## config.mk

```make
export PLATFORM = sky130hd
export DESIGN_NAME = bus_pair_arbiter
export DESIGN_NICKNAME = d
export VERILOG_FILES = /design/src/rtl/bus_pair_arbiter.sv
export SDC_FILE = /design/constraint.sdc
export NUM_CORES = 1
export LEC_CHECK = 0
export CORE_AREA = 4 4 41 43
export CTS_CLUSTER_DIAMETER = 80
export DETAILED_ROUTE_END_ITERATION = 10
export DIE_AREA = 0 0 45 47
export GPL_TIMING_DRIVEN = 1
export HOLD_SLACK_MARGIN = 0.1
export PLACE_DENSITY = 0.64
export SKIP_LAST_GASP = 1
export SLEW_MARGIN = 20
export SYNTH_ARGS = -nofsm -noshare
export SYNTH_HDL_FRONTEND = slang
export SYNTH_SLANG_ARGS = --single-unit
```

## constraint.sdc

```tcl
create_clock -name clk -period 1.6 [get_ports clk]
set_clock_uncertainty 0.15 [all_clocks]
set_input_delay 0.32 -clock clk [delete_from_list [all_inputs] [get_ports clk]]
set_output_delay 0.32 -clock clk [all_outputs]
set_load 0.005 [all_outputs]
```

## src/rtl/bus_pair_arbiter.sv

```systemverilog
// -----------------------------------------------------------------------------
// bus_pair_arbiter
//   Two-source valid/ready arbiter with a single output register.  It feeds a
//   4-bit 2:1 bus selector: out_sel tells the selector which source the held
//   word came from (0 = A, 1 = B).
//
//   Arbitration is round-robin (FIXED_PRI = 0) or A-always-wins (FIXED_PRI = 1).
//   A new word is loaded whenever the register is empty or being drained, so
//   sustained throughput is one word per cycle with no bubble on drain+refill.
//
// Ports
//   clk, rst_n            clock, asynchronous active-low reset
//   a_valid/a_data/a_ready  source A channel
//   b_valid/b_data/b_ready  source B channel
//   out_valid/out_data/out_sel/out_ready  registered output channel
//   cnt_a, cnt_b          saturating grant counters (BUS_PAIR_ARB_STATS_EN only)
//
// Optional feature
//   Define BUS_PAIR_ARB_STATS_EN to add the cnt_a / cnt_b ports and counters.
// -----------------------------------------------------------------------------
module bus_pair_arbiter #(
    parameter int WIDTH     = 4,
    parameter int FIXED_PRI = 0,
    parameter int CNT_W     = 8
) (
    input  logic             clk,
    input  logic             rst_n,
    input  logic             a_valid,
    input  logic [WIDTH-1:0] a_data,
    output logic             a_ready,
    input  logic             b_valid,
    input  logic [WIDTH-1:0] b_data,
    output logic             b_ready,
    output logic             out_valid,
    output logic [WIDTH-1:0] out_data,
    output logic             out_sel,
    input  logic             out_ready
`ifdef BUS_PAIR_ARB_STATS_EN
    ,
    output logic [CNT_W-1:0] cnt_a,
    output logic [CNT_W-1:0] cnt_b
`endif
);

    typedef enum logic {
        EMPTY = 1'b0,
        FULL  = 1'b1
    } state_t;

    state_t             state_q, state_d;
    logic [WIDTH-1:0]   out_data_q, out_data_d;
    logic               out_sel_q, out_sel_d;
    // Source of the most recent transfer (0 = A, 1 = B); resets to B so that
    // A takes the first tie.
    logic               last_grant_q, last_grant_d;

    logic               load_en;
    logic               grant_a;
    logic               grant_b;
    logic               xfer_a;
    logic               xfer_b;

    // ---------------------------------------------------------------- grant
    always_comb begin
        load_en = (state_q == EMPTY) | out_ready;
        // A wins if it is alone, if priority is fixed, or if B went last.
        grant_a = a_valid & (~b_valid | (FIXED_PRI != 0) | last_grant_q);
        grant_b = b_valid & ~grant_a;
        // Readies are held low while reset is asserted so nothing is accepted
        // into a register that is being cleared.
        a_ready = rst_n & load_en & grant_a;
        b_ready = rst_n & load_en & grant_b;
        xfer_a  = a_valid & a_ready;
        xfer_b  = b_valid & b_ready;
    end

    // ------------------------------------------------------- state register
    always_ff @(posedge clk or negedge rst_n) begin
        if (!rst_n) begin
            state_q      <= EMPTY;
            out_data_q   <= '0;
            out_sel_q    <= 1'b0;
            last_grant_q <= 1'b1;
        end else begin
            state_q      <= state_d;
            out_data_q   <= out_data_d;
            out_sel_q    <= out_sel_d;
            last_grant_q <= last_grant_d;
        end
    end

    // ---------------------------------------------------- next-state logic
    always_comb begin
        state_d      = state_q;
        out_data_d   = out_data_q;
        out_sel_d    = out_sel_q;
        last_grant_d = last_grant_q;
        if (xfer_a) begin
            state_d      = FULL;
            out_data_d   = a_data;
            out_sel_d    = 1'b0;
            last_grant_d = 1'b0;
        end else if (xfer_b) begin
            state_d      = FULL;
            out_data_d   = b_data;
            out_sel_d    = 1'b1;
            last_grant_d = 1'b1;
        end else if (out_ready) begin
            // Drained with nothing to refill; data and sel keep last values.
            state_d = EMPTY;
        end
    end

    // -------------------------------------------------------- output logic
    always_comb begin
        out_valid = (state_q == FULL);
        out_data  = out_data_q;
        out_sel   = out_sel_q;
    end

`ifdef BUS_PAIR_ARB_STATS_EN
    // --------------------------------------------- saturating grant counters
    logic [CNT_W-1:0] cnt_a_q, cnt_a_d;
    logic [CNT_W-1:0] cnt_b_q, cnt_b_d;

    always_comb begin
        cnt_a_d = cnt_a_q;
        cnt_b_d = cnt_b_q;
        if (xfer_a && (cnt_a_q != {CNT_W{1'b1}})) cnt_a_d = cnt_a_q + CNT_W'(1);
        if (xfer_b && (cnt_b_q != {CNT_W{1'b1}})) cnt_b_d = cnt_b_q + CNT_W'(1);
    end

    always_ff @(posedge clk or negedge rst_n) begin
        if (!rst_n) begin
            cnt_a_q <= '0;
            cnt_b_q <= '0;
        end else begin
            cnt_a_q <= cnt_a_d;
            cnt_b_q <= cnt_b_d;
        end
    end

    assign cnt_a = cnt_a_q;
    assign cnt_b = cnt_b_q;
`endif

endmodule
```

Word level (Yosys, flattened, before mapping). Cells that the tools add are included.

Word-level logic and storage cells: 25. Input bits: 13. Register bits: 7.

Multiplexer cells: 7. Bitwise logic cells: 12. Reductions and logical operators: 2.

Operators by type and width (number): $mux 4 (2); $and 1x1->1 (7); $mux 1 (5); $not 1->1 (3); $reduce_bool 3->1 (1); $or 1x1->1 (2); $reduce_bool 2->1 (1).

Logic depth before layout (Yosys ltp).
Depth in word-level cells: 9. Mapped depth: 3. Mapped depth without buffers: 3.

Worst setup path after synthesis. Ideal clock, no wire load.

Path kind: reg-to-output. Start: register state_q, in the netlist out_valid. End: output port a_ready. Cell stages (with the launch flop): 4. Path slack: 360 ps. Arrival: 770 ps. Data required time: 1130 ps. Cells stage by stage: dfrtp_1 nand2b_1 nand2_1 nor3_1.

Cells in the longest elaborated chain, start to end: 4.

RTL lines: start: declaration (line 50) `state_t state_q, state_d;`; start signal: assignment (line 85) `state_q <= state_d;`; $not 1->1 (line 65) `load_en = (state_q == EMPTY) | out_ready;`; $or 1x1->1 (line 65); $and 1x1->1 (2 in series) (line 71) `a_ready = rst_n & load_en & grant_a;`; end: declaration (line 30) `output logic a_ready,`.

Every way passes these cells.

Worst setup path after layout. Same ends and word-level chain as after synthesis.

==> impl_metrics.env <==
export IMPL_synth_xor_area_share_pct=0
export IMPL_synth_adder_area_share_pct=0
export IMPL_setup_tns_ns=-0.00294
export IMPL_leakage_nw=0.353
export IMPL_hold_path_depth=3
export IMPL_r2r_end="out_data[0]"
export IMPL_numCtsBuffers=3
export IMPL_syn_nets=45
export IMPL_synth_edf_count=0
export IMPL_p_seq_share_pct=37.9
export IMPL_slew_headroom_pct=78.5
export IMPL_fin_crit_sh_pct=100
export IMPL_yosys_area_share_simple_pct=18.7
export IMPL_synth_seq_area_share_pct=48.8
export IMPL_clk_pin_slew_worst_paths_ns=0.06
export IMPL_synth_top_family_by_area="compound AO/OA/AOI/OAI gates"
export IMPL_via_per_inst=5.02
export IMPL_violations="negative setup slack"
export IMPL_ff2ff_path_depth=5
export IMPL_multi_input_area_sq_um=198
export IMPL_crit_path_max_fanout=3
export IMPL_clock_path_buffers=2
export IMPL_clkPwrFrac_pct=25.5
export IMPL_synth_cells=32
export IMPL_row_count=13
export IMPL_ys_warn_count=0
export IMPL_crit_arrival_ns=1.13
export IMPL_root_buffer="clkbuf_4"
export IMPL_die_area_sq_um=2120
export IMPL_first_pass_iters=4
export IMPL_crit_path_end="a_ready"
export IMPL_critPathLaunchType="flop"
export IMPL_synth_cell_area_sq_um=362
export IMPL_synth_seq_cells=7
export IMPL_antenna_found_initial=0
export IMPL_internal_power_mw=0.463
export IMPL_grtUsageTotal_pct=11.8
export IMPL_clk_insertion_delay_late_ns=0.25
export IMPL_ir_worst_vdd_mv=0.426
export IMPL_die_w_um=45
export IMPL_setup_viol=1
export IMPL_drive_gt1_share_pct=40.0
export IMPL_port_buffers=20
export IMPL_ys_top_cells_by_area="dfrtp_1 42%, a2bb2oi_1 9.7%, o32ai_1 9.7%"
export IMPL_synth_most_common_cell="dfrtp_1"
export IMPL_fin_ws_ns=-0.00294
export IMPL_totalWireLength_um=1170
export IMPL_hold_viol=0
export IMPL_synthArstFlopShare_pct=100
export IMPL_totalPowerFinal_mw=0.637
export IMPL_final_nets=84
export IMPL_share_comb_of_total_power_pct=36.6
export IMPL_power_density_nw_per_um2=863
export IMPL_ant_nets=0
export IMPL_hpwl_um=865
export IMPL_power_switching_mw=0.174
export IMPL_status="complete, but fails checks"
export IMPL_rsz0062_at_grt="true"
export IMPL_gp_congestion=0.704
export IMPL_synthMuxAreaShare_pct=0
export IMPL_dpl_cell_count=75
export IMPL_nFillCells=137
export IMPL_grt_pass1_vias=448
export IMPL_seq_area_sq_um=176
export IMPL_cts_num_sinks=7
export IMPL_drt_iter0_markers=6
export IMPL_path_class="flop to output pin"
export IMPL_fmax_mhz=624
export IMPL_final_cell_count_no_fill=85
export IMPL_yosys_top_cells_count="6 x dfrtp_1, 4 x a2bb2oi_1, 4 x o32ai_1"
export IMPL_vias=427
export IMPL_yosysTopAreaCell="dfrtp_1"
export IMPL_synth_top_cell_area_share_pct=41.5
export IMPL_die_h_um=47
export IMPL_final_util_pct=56.7
export IMPL_wl_per_cell_um=13.7
export IMPL_drc=0
export IMPL_min_path_type="primary input to flop"
export IMPL_io_pins=21
export IMPL_max_cap_violations=0
export IMPL_synth_compound_area_share_pct=30.4
export IMPL_tritoncts="done"
export IMPL_rrSetupSlack_ns=0.20
export IMPL_area_growth_pct=104
export IMPL_switching_share_pct=27.3
export IMPL_synth_cell_types=17
export IMPL_htree_levels=1
export IMPL_grt_remaining_overflow=0
export IMPL_grt_max_degree=10
export IMPL_endpoint_kind="output pin"
export IMPL_startpoint="out_valid"
export IMPL_slew_viol_final=0
export IMPL_period_needed_ns=1.60
export IMPL_worst_pin_slew_ns=0.322
export IMPL_postSynthAreaPerCell_sq_um=11.3
export IMPL_diodes=0
export IMPL_grt_pass1_wl_um=1770
export IMPL_synth_main_ff_cell="dfrtp_1"
export IMPL_initial_core_util_pct=27.8
export IMPL_regToRegStartpoint="out_valid"
export IMPL_coreArea_sq_um=1300
export IMPL_critPathRequiredTime_ns=1.13
[power groups by stage]
| stage | sequential [mW] | combinational (mW) | clock, mW |
|---|---|---|---|
| global route | 0.246 | 0.256 | 0.173 |
| CTS | 0.243 | 0.221 | 0.169 |
| floorplan | 0.243 | 0.0787 | 0 |
| finish | 0.241 | 0.233 | 0.163 |
| global placement | 0.245 | 0.216 | 0 |
| detailed placement | 0.243 | 0.220 | 0 |
[worst max-delay path, stage by stage (launching register included)]
cell and delay, ns:
dfrtp_1 0.38, buf_6 0.12, nand2b_4 0.07, nand2_4 0.05
nor3_2 0.13, buf_2 0.13
[layer usage]
metal / GRT usage [%] / vias up / part of all wire [%]
li1: - / 203 / -
met1: 12.5 / 207 / 42
met2: 20.6 / 17 / 51
met3: 4.60 / 0 / 7.3
met4: 5.26 / 0 / 0
met5: 0 / - / 0
[timing repair]
item                                    in CTS  in global routing
hold buffers                                 0                  2
endpoints found under the setup margin       3                  7
buffers inserted                             1                  3
pin swaps                                    2                  2
resized for setup                           15                  7
endpoints found under the hold margin        0                  6
[worst min-delay path by stage]
stage                     startpoint          end  slack [ns]
after global routing           rst_n      out_sel        0.29
final                          rst_n      out_sel        0.26
after detailed placement     out_sel      out_sel        0.36
after floorplan                rst_n  out_data[0]       -0.13
after CTS                      rst_n      out_sel        0.25
after global placement       out_sel      out_sel        0.36
[kinds of logic after synthesis]
kind of cell | Yosys count
AOI/OAI and AO/OA | 14
and+or+nand+nor | 9
DFF | 7
buffers and inverters | 2
[layout make-up]
cell class,count,share of cell area [%]
Inverter,2,1.02
Timing Repair Buffer,34,42.2
Sequential cell,7,23.9
Multi-Input combinational cell,23,26.8
Clock buffer,4,3.56
Tap cell,15,2.54
[cell usage in the layout (no fill, tap or decap), types with 2 or more instances in the layout]
cell type and instances:
buf_4 11, clkdlybuf4s50_1 9, dfrtp_1 6, dlymetal6s2s_1 5, o32ai_1 4, a2bb2oi_1 4, dlygate4sd2_1 4, clkbuf_4 3
inv_2 2, nor2_1 2, o21ai_1 2, a31oi_1 2, dlygate4sd3_1 2, buf_2 2
[registers in the layout, summed over array words and instances, names as in the netlist]
| signal | cells |
|---|---|
| out_data | 4 |
| out_sel | 1 |
| out_valid | 1 |
| last_grant_q | 1 |
[metrics by stage]
| step | instance area, sq um | worst slack [ns] | hold slack, ns |
|---|---|---|---|
| after floorplan | 362 | 0.360 | -0.126 |
| after global placement | 641 | -0.583 | 0.358 |
| after detailed placement | 641 | -0.585 | 0.358 |
| after CTS | 673 | -0.0598 | 0.248 |
| after global routing | 738 | -0.0474 | 0.292 |
| final | 738 | -0.00294 | 0.256 |
No activity file was read; power rests on OpenSTA's default activity.
==> RTL change 1: new RTL, same flow settings <==
The parameter `WIDTH` goes from 4 to 3.
--- a/src/rtl/bus_pair_arbiter.sv
+++ b/src/rtl/bus_pair_arbiter.sv
@@ -19,7 +19,7 @@
 //   Define BUS_PAIR_ARB_STATS_EN to add the cnt_a / cnt_b ports and counters.
 // -----------------------------------------------------------------------------
 module bus_pair_arbiter #(
-    parameter int WIDTH     = 4,
+    parameter int WIDTH     = 3,
     parameter int FIXED_PRI = 0,
     parameter int CNT_W     = 8
 ) (
Ports: changed (resized a_data, b_data and out_data); port bits go from 21 to 18. No check against the original RTL was run, so the function may have changed too.
==> RTL change 1 against the original RTL <==
The run still ends with setup timing left. Worst setup slack got worse by 0.023 ns. First-iteration DRC count is 17% higher. Largest power group unchanged. Cell area shrank 14%. Critical path type unchanged. Synthesized area fell by 12%. Sequential power is 14% lower. Wire length down 14%. Power fell by 11%. Critical path depth decreased by 2. Sequential cell count decreased by 1.
==> RTL change 1: results (changes against the original RTL) <==
- Status: finished, violations left (unchanged).
- Failing checks: setup timing (unchanged).
- The post-CTS setup-driven buffer insertion count was 0 (was 1).
- The detailed-route wire length came to 997 um (was 1.166 mm).
- Crit Path Max Fanout: 2 (was 3)
- The post-placement setup slack came to -0.6655 ns (was -0.5854 ns).
* Synth Net Count: 40 (was 45)
- The kind of end point of the critical path was an output port (unchanged).
* Global-route wire length before repair: 1.669 mm (was 1.773 mm)
- Most frequent cells after synthesis: sky130_fd_sc_hd__dfrtp_1, sky130_fd_sc_hd__a2bb2oi_1, sky130_fd_sc_hd__nor2_1, sky130_fd_sc_hd__o32ai_1 (was sky130_fd_sc_hd__dfrtp_1, sky130_fd_sc_hd__a2bb2oi_1, sky130_fd_sc_hd__o32ai_1).
- The placer's final routability congestion estimate is 0.8000 (was 0.7044).
- The total global-route track usage came to 0.1138 (was 0.1177).
- The number of port buffers came to 17 (was 20).
- The quantity of gates resized following cts was 17 (was 15).
- Max incr delay on CP: 0.41 ns (was 0.38 ns)
* Worst ir drop on vdd: 357.9 uV (was 426.2 uV)
- Type of the worst min-delay path: in2async (was in2reg)
* Largest delay share family, worst path: buffers and inverters (was flip-flops)
* Transition time at the pin with the least slew margin: 0.3160 ns (was 0.3221 ns)
- The portion of total power attributed to sequential cells came to 0.367 (was 0.379).
* Number of flip-flops in the largest register: 3 (was 4)
* Share of post-route cells with drive strength above 1: 0.4262 (was 0.4000)
- The setup slack after layout came to -0.02550 ns (was -0.002936 ns).
- Total leakage power: 0.2985 nW (was 0.3530 nW)
- The endpoint arrival time on the critical path is 1.16 ns (was 1.13 ns).
* Maximum number of pins on one net before global-route repair: 6 (was 10)
- The setup violation total in the final timing report was 1 (unchanged).
- The sequential fraction of the synthesis area came to 0.4783 (was 0.4879).
* Worst flop-to-flop path endpoint: out_data[1] (was out_data[0])
- The distinct cell type count of the synthesized netlist is 16 (was 17).
- Power Combinational: 0.203 mW (was 0.233 mW)
* Complex-gate fraction of the synthesized area: 0.2925 (was 0.3045)
- Total via count in the routed design: 370 (was 427)
* Cell area after placement: 573.1 um^2 (was 640.6 um^2)
- Cts-stage hold buffer count: 1 (was 0)
- The flop-to-flop setup slack came to 0.16 ns (was 0.20 ns).
==> RTL change 1: cell types whose count changed after synthesis, sizes merged <==
cell     delta
a2bb2oi     -1
dfrtp       -1
o32ai       -1
==> RTL change 1: routing by layer <==
| layer | vias to the layer above | track usage | share of wire |
|---|---|---|---|
| met5 | - | 0 | 0 |
| met4 | 0 | 0.05263 | 0.0090 |
| met3 | 2 | 0.04981 | 0.098 |
| met2 | 19 | 0.1808 | 0.48 |
| met1 | 172 | 0.1323 | 0.41 |
| li1 | 177 | - | - |
==> RTL change 1: metrics by stage <==
stage / utilization / TNS [ns] / hold WS, ns / instances / power (mW)
2_1_floorplan: - / 0 / -0.1256 / 29 / 0.2776
3_3_place_gp: 0.4404 / -1.831 / 0.3667 / 70 / 0.4095
3_5_place_dp: 0.4404 / -1.928 / 0.3738 / 70 / 0.4107
4_1_cts: 0.4769 / -0.09423 / 0.1577 / 75 / 0.5710
5_1_grt: 0.4875 / -0.1263 / 0.2092 / 76 / 0.6003
6_report: 0.4875 / -0.02550 / 0.1905 / 76 / 0.5643
==> RTL change 1: final cells by class <==
| class | count | area share |
|---|---|---|
| tap | 15 | 0.02959 |
| multi-input combinational | 21 | 0.2840 |
| clock buffer | 4 | 0.04142 |
| sequential | 6 | 0.2387 |
| inverter | 2 | 0.01183 |
| timing repair buffer | 28 | 0.3945 |
==> RTL change 1: worst max-delay path by stage <==
stage / cells past startpoint / to / from / slack (ns)
2_1_floorplan: 3 / a_ready / out_valid / 0.36
3_3_place_gp: 5 / a_ready / out_ready / -0.68
3_5_place_dp: 5 / a_ready / out_ready / -0.67
4_1_cts: 4 / a_ready / out_valid / -0.09
5_1_grt: 4 / a_ready / out_valid / -0.07
6_report: 3 / out_valid / out_valid / -0.03
==> RTL change 2: new RTL, same settings <==
Made on the original files. `out_data_q` no longer has a reset.
--- a/src/rtl/bus_pair_arbiter.sv
+++ b/src/rtl/bus_pair_arbiter.sv
@@ -78,15 +78,17 @@
     always_ff @(posedge clk or negedge rst_n) begin
         if (!rst_n) begin
             state_q      <= EMPTY;
-            out_data_q   <= '0;
             out_sel_q    <= 1'b0;
             last_grant_q <= 1'b1;
         end else begin
             state_q      <= state_d;
-            out_data_q   <= out_data_d;
             out_sel_q    <= out_sel_d;
             last_grant_q <= last_grant_d;
         end
+    end
+
+    always_ff @(posedge clk) begin
+        out_data_q <= out_data_d;
     end
 
     // ---------------------------------------------------- next-state logic
Behaviour: differs if rst_n is asserted again (counterexample within 4 cycles, from zero or initial values and one cycle with rst_n low); with rst_n held inactive, the same outputs for 10 cycles.
==> RTL change 2 against the original RTL <==
Cell area is 8.0% lower. Worst hold slack worse by 0.029 ns. Sequential power is 3% lower. Sequential cell count stayed put. Worst setup slack better by 0.055 ns. Die area stayed put. Utilization is 4.5 points lower. Wire length is 23% lower. Fmax is 3.5% higher. Synthesized area is 3.1% lower. Power is 13% lower. Critical endpoint is now out_data[0].
==> RTL change 2: results (changes against the original RTL) <==
* Status: finished clean (was finished, violations left)
- Synth Net Count: 38 (was 45)
- The mux cell area share after synthesis was 0.1714 (was 0).
- The mean routed wirelength per cell was 11.97 um (was 13.72 um).
- Total leakage power: 0.3031 nW (was 0.3530 nW)
* All-layer global routing usage: 0.1021 (was 0.1177)
- Cell with the biggest individual delay on the critical path: sky130_fd_sc_hd__dfstp_2 (was sky130_fd_sc_hd__dfrtp_1)
* Final GP Congestion: 0.7167 (was 0.7044)
- Met2 routed wirelength: 523 um (was 593 um)
* Total via count in the routed design: 327 (was 427)
- DRC violation total after the first TritonRoute iteration: 8 (was 6)
- The number of nets in the final layout was 74 (was 84).
- The number of instances in the synthesized netlist is 25 (was 32).
- Met1 WL: 320 um (was 487 um)
* Type of the worst min-delay path: in2async (was in2reg)
- The largest net degree at the start of global routing was 6 (was 10).
* Proportion of register bits with asynchronous set or reset after synthesis: 0.4286 (was 1.000)
* Global-route wire length before repair: 1.455 mm (was 1.773 mm)
- Post-route insts no fill: 75 (was 85)
- The wire length on met3 is 54 um (was 85 um).
- The sequential fraction of the synthesis area is 0.5607 (was 0.4879).
- The distinct cell type count of the synthesized netlist came to 16 (was 17).
* Crit Path Max Fanout: 5 (was 3)
- The number of global-route vias before repair was 339 (was 448).
- The endpoint arrival time on the critical path came to 1.40 ns (was 1.13 ns).
-- RTL change 2: cell count changes in the layout (fill, tap and decap cells not counted), moves of 2 or more --
| cell | delta |
|---|---|
| sky130_fd_sc_hd__dfrtp_1 | -4 |
| sky130_fd_sc_hd__nor2_1 | -2 |
| sky130_fd_sc_hd__a31oi_1 | -2 |
| sky130_fd_sc_hd__nand2_1 | +3 |
| sky130_fd_sc_hd__mux2_4 | +4 |
| sky130_fd_sc_hd__a2bb2oi_1 | -4 |
| sky130_fd_sc_hd__edfxtp_1 | +4 |
| sky130_fd_sc_hd__o32ai_1 | -4 |
| sky130_fd_sc_hd__o21ai_1 | -2 |
| sky130_fd_sc_hd__dlymetal6s2s_1 | -5 |
| sky130_fd_sc_hd__clkdlybuf4s50_1 | +3 |
| sky130_fd_sc_hd__dlygate4sd2_1 | +2 |
| sky130_fd_sc_hd__inv_2 | -2 |
-- RTL change 2: per-layer routing --
metal / vias up / GRT usage
met1: 152 / 0.1005
met2: 10 / 0.1808
met5: - / 0
met4: 0 / 0.03509
li1: 165 / -
met3: 0 / 0.05747
-- RTL change 2: kinds of logic after synthesis --
family / after synthesis
compound gates: 5
buf+inv: 1
flops: 7
mux: 4
simple gates: 8
-- RTL change 2: through the flow --
step,utilization,setup WS [ns],hold slack (ns),instance area [um^2]
after global routing,0.5221,-0.02059,0.2420,679.4
after CTS,0.5163,0.01781,0.1797,671.9
final,0.5221,0.05167,0.2277,679.4
after global placement,0.4837,-0.4988,0.3863,629.4
after floorplan,-,0.05797,-0.1256,350.3
after detailed placement,0.4837,-0.5357,0.4003,629.4
-- RTL change 2: timing repair --
| action | 4_1_cts | 5_1_grt |
|---|---|---|
| cloned | 0 | 0 |
| hold endpoints to repair | 2 | 0 |
| hold buffers | 1 | 0 |
| buffers inserted | 2 | 0 |
| gates resized for setup | 16 | 1 |
| endpoints found under the setup margin | 12 | 6 |
| pin swaps | 0 | 1 |
-- RTL change 2: final timing paths --
check | from | to | slack, ns | depth (start not counted)
max | last_grant_q | out_data[0] | 0.05 | 3
min | rst_n | last_grant_q | 0.23 | 2
max reg2reg | last_grant_q | out_data[0] | 0.05 | 3
min reg2reg | out_sel | out_sel | 0.49 | 2
max in group asynchronous | rst_n | out_sel | 0.54 | 3
min in group clk | out_ready | out_valid | 0.44 | 4
-- RTL change 2: area by class of cell --
cell class,instances,area (um^2),share of cell area
Clock buffer,4,26.28,0.03867
Timing Repair Buffer,31,267.8,0.3941
Sequential cell,7,196.4,0.2891
Tap cell,15,18.77,0.02762
Inverter,1,3.754,0.005525
Multi-Input combinational cell,17,166.4,0.2449
-- RTL change 2: power breakdown --
group	internal, mW	switching (mW)	total [mW]
Sequential	0.222	0.0116	0.233
Combinational	0.107	0.0556	0.163
Clock	0.0951	0.0638	0.159
Total	0.424	0.131	0.555
